$ cat src/rtl/ssd_scan_controller_pkg.sv
// Shared types and constants for the seven-segment scan controller.
// Segment patterns are active-low abcdefg; cathode bytes append an active-low DP bit.
package ssd_scan_controller_pkg;

   typedef enum logic [0:0] {
      ST_BLANK = 1'b0,
      ST_SHOW  = 1'b1
   } state_e;

   localparam logic [7:0] SSD_OFF = 8'hFF;

   localparam logic [6:0] SEG_0 = 7'b0000001;
   localparam logic [6:0] SEG_1 = 7'b1001111;
   localparam logic [6:0] SEG_2 = 7'b0010010;
   localparam logic [6:0] SEG_3 = 7'b0000110;
   localparam logic [6:0] SEG_4 = 7'b1001100;
   localparam logic [6:0] SEG_5 = 7'b0100100;
   localparam logic [6:0] SEG_6 = 7'b0100000;
   localparam logic [6:0] SEG_7 = 7'b0001111;
   localparam logic [6:0] SEG_8 = 7'b0000000;
   localparam logic [6:0] SEG_9 = 7'b0000100;
   localparam logic [6:0] SEG_A = 7'b0001000;
   localparam logic [6:0] SEG_B = 7'b1100000;
   localparam logic [6:0] SEG_C = 7'b0110001;
   localparam logic [6:0] SEG_D = 7'b1000010;
   localparam logic [6:0] SEG_E = 7'b0110000;
   localparam logic [6:0] SEG_F = 7'b0111000;

endpackage

$ cat src/rtl/ssd_scan_controller_hex_to_ssd.sv
// Combinational hex nibble to active-low abcdefg segment decoder.
module ssd_scan_controller_hex_to_ssd
   import ssd_scan_controller_pkg::*;
(
   input  logic [3:0] nibble,
   output logic [6:0] segments
);

   always_comb begin
      segments = SEG_8;
      unique case (nibble)
         4'h0: segments = SEG_0;
         4'h1: segments = SEG_1;
         4'h2: segments = SEG_2;
         4'h3: segments = SEG_3;
         4'h4: segments = SEG_4;
         4'h5: segments = SEG_5;
         4'h6: segments = SEG_6;
         4'h7: segments = SEG_7;
         4'h8: segments = SEG_8;
         4'h9: segments = SEG_9;
         4'hA: segments = SEG_A;
         4'hB: segments = SEG_B;
         4'hC: segments = SEG_C;
         4'hD: segments = SEG_D;
         4'hE: segments = SEG_E;
         4'hF: segments = SEG_F;
      endcase
   end

endmodule

$ cat src/rtl/ssd_scan_controller.sv
// Multiplexed seven-segment scanner with blanking gaps, leading-zero suppression and a
// frame-synchronous double buffer so a scan never mixes old and new digit sets.
module ssd_scan_controller
   import ssd_scan_controller_pkg::*;
#(
   parameter int unsigned NUM_DIGITS  = 8,
   parameter int unsigned DIGIT_TICKS = 262144,
   parameter int unsigned BLANK_TICKS = 1024,
   parameter int unsigned CNT_W       = 18
) (
   input  logic                    ClkPort,
   input  logic                    Reset,
   input  logic                    load_valid,
   output logic                    load_ready,
   input  logic [4*NUM_DIGITS-1:0] load_data,
   input  logic [NUM_DIGITS-1:0]   load_dp,
   input  logic [NUM_DIGITS-1:0]   load_en,
   input  logic                    lz_suppress,
   output logic [NUM_DIGITS-1:0]   anodes,
   output logic [7:0]              cathodes,
   output logic                    frame_done
);

   localparam int unsigned IDX_W = (NUM_DIGITS > 1) ? $clog2(NUM_DIGITS) : 1;
   localparam logic [CNT_W-1:0] BLANK_LAST = CNT_W'(BLANK_TICKS - 1);
   localparam logic [CNT_W-1:0] SHOW_LAST  = CNT_W'(DIGIT_TICKS - 1);
   localparam logic [IDX_W-1:0] LAST_IDX   = IDX_W'(NUM_DIGITS - 1);

   state_e                           state_q;
   logic [CNT_W-1:0]                 cnt_q;
   logic [IDX_W-1:0]                 idx_q;

   logic [NUM_DIGITS-1:0][3:0]       act_data_q;
   logic [NUM_DIGITS-1:0]            act_dp_q;
   logic [NUM_DIGITS-1:0]            act_en_q;
   logic [NUM_DIGITS-1:0][3:0]       pend_data_q;
   logic [NUM_DIGITS-1:0]            pend_dp_q;
   logic [NUM_DIGITS-1:0]            pend_en_q;
   logic                             pend_full_q;

   logic                             wrap;
   logic                             accept;
   logic [NUM_DIGITS-1:0]            supp;
   logic                             zero_above;
   logic                             lit;
   logic [3:0]                       cur_nibble;
   logic [6:0]                       cur_segments;
   logic [NUM_DIGITS-1:0]            anodes_d;
   logic [7:0]                       cathodes_d;

   assign load_ready = !pend_full_q;
   assign accept     = load_valid && load_ready;
   assign wrap       = (state_q == ST_SHOW) && (cnt_q == SHOW_LAST) && (idx_q == LAST_IDX);

   // A digit is suppressed when it and every more significant digit are zero.
   always_comb begin
      supp       = '0;
      zero_above = lz_suppress;
      for (int i = NUM_DIGITS - 1; i >= 1; i--) begin
         zero_above = zero_above && (act_data_q[i] == 4'h0);
         supp[i]    = zero_above;
      end
   end

   assign cur_nibble = act_data_q[idx_q];

   ssd_scan_controller_hex_to_ssd u_hex_to_ssd (
      .nibble   (cur_nibble),
      .segments (cur_segments)
   );

   always_comb begin
      lit        = (state_q == ST_SHOW) && act_en_q[idx_q] && !supp[idx_q];
      anodes_d   = '1;
      cathodes_d = SSD_OFF;
      if (lit) begin
         anodes_d[idx_q] = 1'b0;
         cathodes_d      = {cur_segments, ~act_dp_q[idx_q]};
      end
   end

   // Scan FSM and registered display outputs.
   always_ff @(posedge ClkPort) begin
      if (Reset) begin
         state_q    <= ST_BLANK;
         cnt_q      <= '0;
         idx_q      <= '0;
         anodes     <= '1;
         cathodes   <= SSD_OFF;
         frame_done <= 1'b0;
      end else begin
         anodes     <= anodes_d;
         cathodes   <= cathodes_d;
         frame_done <= wrap;
         unique case (state_q)
            ST_BLANK: begin
               if (cnt_q == BLANK_LAST) begin
                  state_q <= ST_SHOW;
                  cnt_q   <= '0;
               end else begin
                  cnt_q <= cnt_q + 1'b1;
               end
            end
            ST_SHOW: begin
               if (cnt_q == SHOW_LAST) begin
                  state_q <= ST_BLANK;
                  cnt_q   <= '0;
                  idx_q   <= (idx_q == LAST_IDX) ? '0 : idx_q + 1'b1;
               end else begin
                  cnt_q <= cnt_q + 1'b1;
               end
            end
            default: begin
               state_q <= ST_BLANK;
               cnt_q   <= '0;
            end
         endcase
      end
   end

   // Promotion needs a full pending buffer, acceptance an empty one, so they never collide.
   always_ff @(posedge ClkPort) begin
      if (Reset) begin
         act_data_q  <= '0;
         act_dp_q    <= '0;
         act_en_q    <= '0;
         pend_data_q <= '0;
         pend_dp_q   <= '0;
         pend_en_q   <= '0;
         pend_full_q <= 1'b0;
      end else begin
         if (wrap && pend_full_q) begin
            act_data_q  <= pend_data_q;
            act_dp_q    <= pend_dp_q;
            act_en_q    <= pend_en_q;
            pend_full_q <= 1'b0;
         end
         if (accept) begin
            pend_data_q <= load_data;
            pend_dp_q   <= load_dp;
            pend_en_q   <= load_en;
            pend_full_q <= 1'b1;
         end
      end
   end

endmodule
$ cat config.mk
export PLATFORM = sky130hd
export DESIGN_NAME = ssd_scan_controller
export DESIGN_NICKNAME = d
export VERILOG_FILES = /design/src/rtl/ssd_scan_controller_pkg.sv /design/src/rtl/ssd_scan_controller_hex_to_ssd.sv /design/src/rtl/ssd_scan_controller.sv
export SDC_FILE = /design/constraint.sdc
export NUM_CORES = 1
export LEC_CHECK = 0
export CORE_MARGIN = 4
export CORE_UTILIZATION = 60
export CTS_BUF_LIST = sky130_fd_sc_hd__clkbuf_4 sky130_fd_sc_hd__clkbuf_8 sky130_fd_sc_hd__clkbuf_16
export DETAILED_ROUTE_END_ITERATION = 6
export DONT_BUFFER_PORTS = 1
export PLACE_DENSITY = 0.88
export SLEW_MARGIN = 20
export SYNTH_ARGS = -nofsm -noshare
export SYNTH_HDL_FRONTEND = slang
export SYNTH_SLANG_ARGS = --single-unit
export TNS_END_PERCENT = 5
$ cat constraint.sdc
create_clock -name ClkPort -period 3.8 [get_ports ClkPort]
set_clock_uncertainty 0.15 [all_clocks]
set_input_delay 0.19 -clock ClkPort [delete_from_list [all_inputs] [get_ports ClkPort]]
set_output_delay 0.19 -clock ClkPort [all_outputs]
set_load 0.01 [all_outputs]
==> results of run 1 <==
## power by group through the flow
| stage | Sequential (W) | Clock [W] | Combinational (W) |
|---|---|---|---|
| floorplan | 0.00150 | 0 | 0.0000755 |
| global placement | 0.00151 | 0 | 0.0000687 |
| detailed placement | 0.00151 | 0 | 0.0000723 |
| CTS | 0.00148 | 0.00177 | 0.000151 |
| global route | 0.00148 | 0.00187 | 0.000180 |
| finish | 0.00148 | 0.00182 | 0.000167 |
## per-layer routing
metal / global-route usage [%] / vias up / wire, um
li1: - / 2231 / -
met3: 9.14 / 121 / 1570
met1: 34.4 / 2388 / 6190
met2: 54.3 / 368 / 8420
met5: 0 / - / 0
met4: 15.3 / 0 / 1180
## synth_stat cells, drive strengths merged
master	number	area, um2
and3	6	37.5
nand2b	5	31.3
nand4	6	43.8
nor3b	2	15.0
clkbuf	20	75.1
a222oi	1	10.0
buf	21	150
nand2	119	447
a2bb2oi	1	8.76
o21ai	5	32.5
and2b	1	7.51
xnor2	6	52.6
and2	3	21.3
nand3	17	85.1
mux2i	59	603
a21o	3	22.5
and4b	1	10.0
o311ai	1	8.76
o31ai	1	7.51
mux2	6	67.6
nor2	78	293
ha	9	113
o32a	1	10.0
or4	1	7.51
dfxtp	136	2720
o22ai	1	6.26
or3	2	12.5
o221ai	3	26.3
o211ai	4	30.0
nor4	10	62.6
a21oi	52	260
a21boi	2	15.0
mux4	4	90.1
nor3	7	46.3
a211oi	1	7.51
a2111oi	1	27.5
nor2b	6	37.5
xor2	10	87.6
a21bo	1	10.0
a221o	2	20.0
inv	9	33.8
## kinds of logic after synthesis
logic type / synth area share [%]
compound gates: 8.89
xor+xnor: 2.48
fa+ha+maj: 1.99
buf+inv: 4.58
flops: 48.1
mux: 13.5
simple gates: 20.5
## final timing paths
| path | start | endpoint | slack [ns] |
|---|---|---|---|
| worst max-delay path | idx_q[2]$_SDFFE_PP0P_ | cathodes[5]$_SDFF_PP1_ | 0.63 |
| worst min-delay path | Reset | cnt_q[0]$_SDFF_PP0_ | 0.08 |
| worst max register to register | idx_q[2]$_SDFFE_PP0P_ | cathodes[5]$_SDFF_PP1_ | 0.63 |
| worst min register to register | cnt_q[0]$_SDFF_PP0_ | cnt_q[0]$_SDFF_PP0_ | 0.31 |
## critical path: stages, from the launching register on
cell and delay (ns):
dfxtp_1 1.04, and2_4 0.34, a221o_1 0.17, a222oi_1 0.13, a2111oi_4 0.87, o311ai_0 0.27
## area by class of cell
cell class / instances / share of cell area, %
Multi-Input combinational cell: 438 / 38.2
Timing Repair Buffer: 77 / 11.2
Clock buffer: 20 / 6.40
Inverter: 9 / 0.482
Clock inverter: 12 / 2.82
Sequential cell: 136 / 38.8
Tap cell: 111 / 1.98
## metrics by stage
step	std cells	instance area, um2	hold slack, ns	worst slack (ns)
2_1_floorplan	624	5660	0.176	1.46
3_3_place_gp	698	5610	0.124	0.828
3_5_place_dp	698	5610	0.124	0.656
4_1_cts	801	6980	0.000184	0.641
5_1_grt	803	7010	0.0922	0.567
6_report	803	7010	0.0828	0.626
## cells in the final DEF, fill, tap and decap left out, types with 9 or more instances in the layout
cell type,instances
inv_1,9
nand2_1,119
clkbuf_16,16
nor2_1,78
dlygate4sd3_1,71
nor4_1,10
nand3_1,17
mux2i_1,58
dfxtp_1,135
ha_1,9
a21oi_1,52
xor2_1,10
==> results.cfg, run 1 <==
[sta]
worst_pin_slew_ns = 1.08
timing.final.max_slew_violations = 0
fmax_mhz = 315
finalSetupViolations = 0
post-route-period-util_pct = 83.5
final_hold_viol_count = 0
relSlewSlack_pct = 27.6
timing.final.crit_period_ns = 3.17
rsz0062_at_grt = no
tns_ns = 0

[clocking]
clkTransAtPathRegs_ns = 0.06
cts.sink_count = 136
cts_hold_buf = 71
insertion_delay_ns = 0.54
cts.repair.resized = 0
postCtsSetupBuffers = 0
cts-htree-levels = 4
cts-root-buf = clkbuf_8
cts_tree = done
numCtsBuffers = 17
clock_path_buffers = 2

[worst_setup_path]
critPathCaptureType = flip-flop
reg2reg_depth = 5
path_max_fanout = 26
critPathKind = flip-flop to flip-flop
required_ns = 4.00
critPathLaunchType = flip-flop
arrival_ns = 3.37

[floorplan]
core-area_um2 = 9200
dieArea_um2 = 11000
die_h_um = 105
die_w_um = 105
start_util_pct = 61.5
num_rows = 35
pin_count = 70

[placement]
globalplace.congestion = 0.872
hpwlAfterDp_um = 8050
portBuffers = 0

[synth]
synth_cell_type_count = 49
netlist_instances = 624
syn_area_per_cell_um2 = 9.06
ys_seq_area_share_pct = 48.1
syn_nets = 685
ys_seq_elements = 136
synth_area_um2 = 5660
ys_warn_count = 0

[grt]
grt.overflow.total = 0
antenna_found_initial = 0
gr-usage-all-layers_pct = 31.1
grt_pass1_vias = 5161
grt_pass1_wl_um = 26800
grt_max_degree = 105

[cells_and_area]
drive_gt1_share_pct = 8.38
n_antenna_cell = 0
final_nets = 740
multi_input_area_um2 = 2680
area_delta_synth_final_pct = 24.0
top_regs = act_data_q (32), pend_data_q (32), cnt_q (18)
fillers = 498
post-route-util_pct = 76.3
seqCellArea_um2 = 2720

[pwr]
leakagePower_nw = 3.00
power_switching_w = 0.000758
ir_drop_v = 0.000314
pwr-share-clk_pct = 52.5
p_seq_share_pct = 42.7
p_per_area_nw_per_um2 = 495
p_int_w = 0.00271
total_power_w = 0.00347
switching_share_pct = 21.8
pwr-share-comb_pct = 4.8

[drt]
dr.pass1.iters = 5
vias = 5108
drc = 0
drtIter0Drc = 615
drtAntennaViolNets = 0
drt-total-wl_um = 17400
via_per_inst = 6.36
wire_per_inst_um = 21.6

[worst_hold_path]
worst_hold_path_type = primary input to flip-flop
hold_depth = 2

[run_status]
status = completed

[job]
maxCapViolCount = 0
Note: power is estimated with default switching activity, not from simulation.
==> run 2: changes to the inputs <==
==> constraint.sdc (replaced) <==
create_clock -name ClkPort -period 3 [get_ports ClkPort]
set_clock_uncertainty 0.15 [all_clocks]
set_input_delay 0.15 -clock ClkPort [delete_from_list [all_inputs] [get_ports ClkPort]]
set_output_delay 0.15 -clock ClkPort [all_outputs]
set_load 0.01 [all_outputs]
==> results.cfg, run 2 (synthesis results as in run 1) <==
[floorplan]
num_rows = 35
die_w_um = 105
pin_count = 70
start_util_pct = 61.5
die_h_um = 105
core-area_um2 = 9200
dieArea_um2 = 11000

[placement]
portBuffers = 0
hpwlAfterDp_um = 7840
place_inst = 702
globalplace.congestion = 0.884

[drt]
drt-total-wl_um = 18400
drtIter0Drc = 794
wire_per_inst_um = 21.9
dr.pass1.iters = 7
drtAntennaViolNets = 0
vias = 5342
via_per_inst = 6.37
drc = 7

[pwr]
p_per_area_nw_per_um2 = 602
total_power_w = 0.00444
leakagePower_nw = 3.11
ir_drop_v = 0.000378

[worst_setup_path]
critPathCaptureType = flip-flop
critPathLaunchType = flip-flop
rr_endpoint = cathodes[4]$_SDFF_PP1_
timing.rr.start = idx_q[2]$_SDFFE_PP0P_
critPathKind = flip-flop to flip-flop
path_max_fanout = 23
arrival_ns = 3.05
reg2reg_slack_ns = 0.26
reg2reg_depth = 7
required_ns = 3.32

[job]
maxCapViolCount = 0

[cells_and_area]
area_delta_synth_final_pct = 30.5
top_regs = act_data_q (32), pend_data_q (32), cnt_q (18)
final_nets = 776
stdcell_count = 839
n_antenna_cell = 0
drive_gt1_share_pct = 8.52
most-common-layout-cells = dfxtp_1, nand2_1, dlygate4sd3_1
final_common_cell = dfxtp_1

[clocking]
clock_path_buffers = 2
cts.sink_count = 136
insertion_delay_ns = 0.53
postCtsSetupBuffers = 0
cts_tree = done
cts-htree-levels = 4
numCtsBuffers = 17
cts-root-buf = clkbuf_8
clkTransAtPathRegs_ns = 0.06

[run_status]
violations = design-rule violations
status = finished with violations

[sta]
tns_ns = 0
relSlewSlack_pct = 46.0
rsz0062_at_grt = no
post-route-period-util_pct = 91.3
final_hold_viol_count = 0
timing.final.crit_period_ns = 2.74
whs_ns = 0.0580
fmax_mhz = 365
worst_pin_slew_ns = 0.809
timing.final.max_slew_violations = 0
finalSetupViolations = 0

[grt]
gr-usage-all-layers_pct = 33.6
grt_pass1_vias = 5448
grt_max_degree = 105
grt_pass1_wl_um = 28900
antenna_found_initial = 0
grt.overflow.total = 0

[worst_hold_path]
hold_depth = 2
min_from = Reset
worst_hold_path_type = primary input to flip-flop
holdPathEnd = cnt_q[1]$_SDFF_PP0_
run 2: cell count changes in the layout (fill, tap and decap cells not counted):
cell / delta
bufinv_16: -1
clkbuf_8: +3
buf_4: +3
buf_12: +1
inv_6: +1
dlygate4sd3_1: +32
clkinv_2: -3
run 2: cell type report:
| type | count | area [um2] |
|---|---|---|
| Clock buffer | 23 | 490 |
| Clock inverter | 9 | 161 |
| Fill cell | 447 | 1820 |
| Inverter | 9 | 33.8 |
| Multi-Input combinational cell | 438 | 2680 |
| Sequential cell | 136 | 2720 |
| Tap cell | 111 | 139 |
| Timing Repair Buffer | 113 | 1150 |
run 2: per-layer routing:
metal,up-vias,global-route usage (%),wire length [um]
met5,-,0,0
met4,0,22.8,1480
met3,141,8.71,1590
met2,397,56.9,8840
met1,2503,36.9,6480
li1,2301,-,-
run 2: worst max-delay path by stage:
stage                                from                      to  slack, ns
floorplan           idx_q[0]$_SDFFE_PP0P_  cathodes[4]$_SDFF_PP1_       0.66
global placement    idx_q[0]$_SDFFE_PP0P_  cathodes[4]$_SDFF_PP1_       0.34
detailed placement  idx_q[0]$_SDFFE_PP0P_  cathodes[4]$_SDFF_PP1_       0.24
CTS                 idx_q[0]$_SDFFE_PP0P_  cathodes[4]$_SDFF_PP1_       0.21
global route        idx_q[2]$_SDFFE_PP0P_  cathodes[4]$_SDFF_PP1_       0.10
finish              idx_q[2]$_SDFFE_PP0P_  cathodes[4]$_SDFF_PP1_       0.26
run 2: critical path, cell delays in order (launching register included):
cell and delay, ns:
dfxtp_1 0.85, a21oi_1 0.19, o211ai_1 0.49, inv_1 0.20, ha_1 0.35, nand2b_1 0.14, and3_1 0.19, o21ai_2 0.11
run 2: report_power, final:
group / internal (W) / total (W) / switching, W
sequential: 0.00185 / 0.00188 / 0.0000335
combinational: 0.000128 / 0.000248 / 0.000120
clock: 0.00148 / 0.00231 / 0.000835
run 2: timing repair:
action                                  in CTS  in global routing
hold endpoints to repair                   119                  0
endpoints found under the setup margin       0                  1
gates resized for setup                      0                  1
hold buffers                               104                  0
run 2: through the flow:
| stage | util (%) | setup slack [ns] | cell area (um2) |
|---|---|---|---|
| floorplan | - | 0.665 | 5660 |
| global placement | 61.4 | 0.337 | 5650 |
| detailed placement | 61.4 | 0.236 | 5650 |
| CTS | 80.0 | 0.210 | 7360 |
| global route | 80.3 | 0.100 | 7380 |
| finish | 80.3 | 0.261 | 7380 |
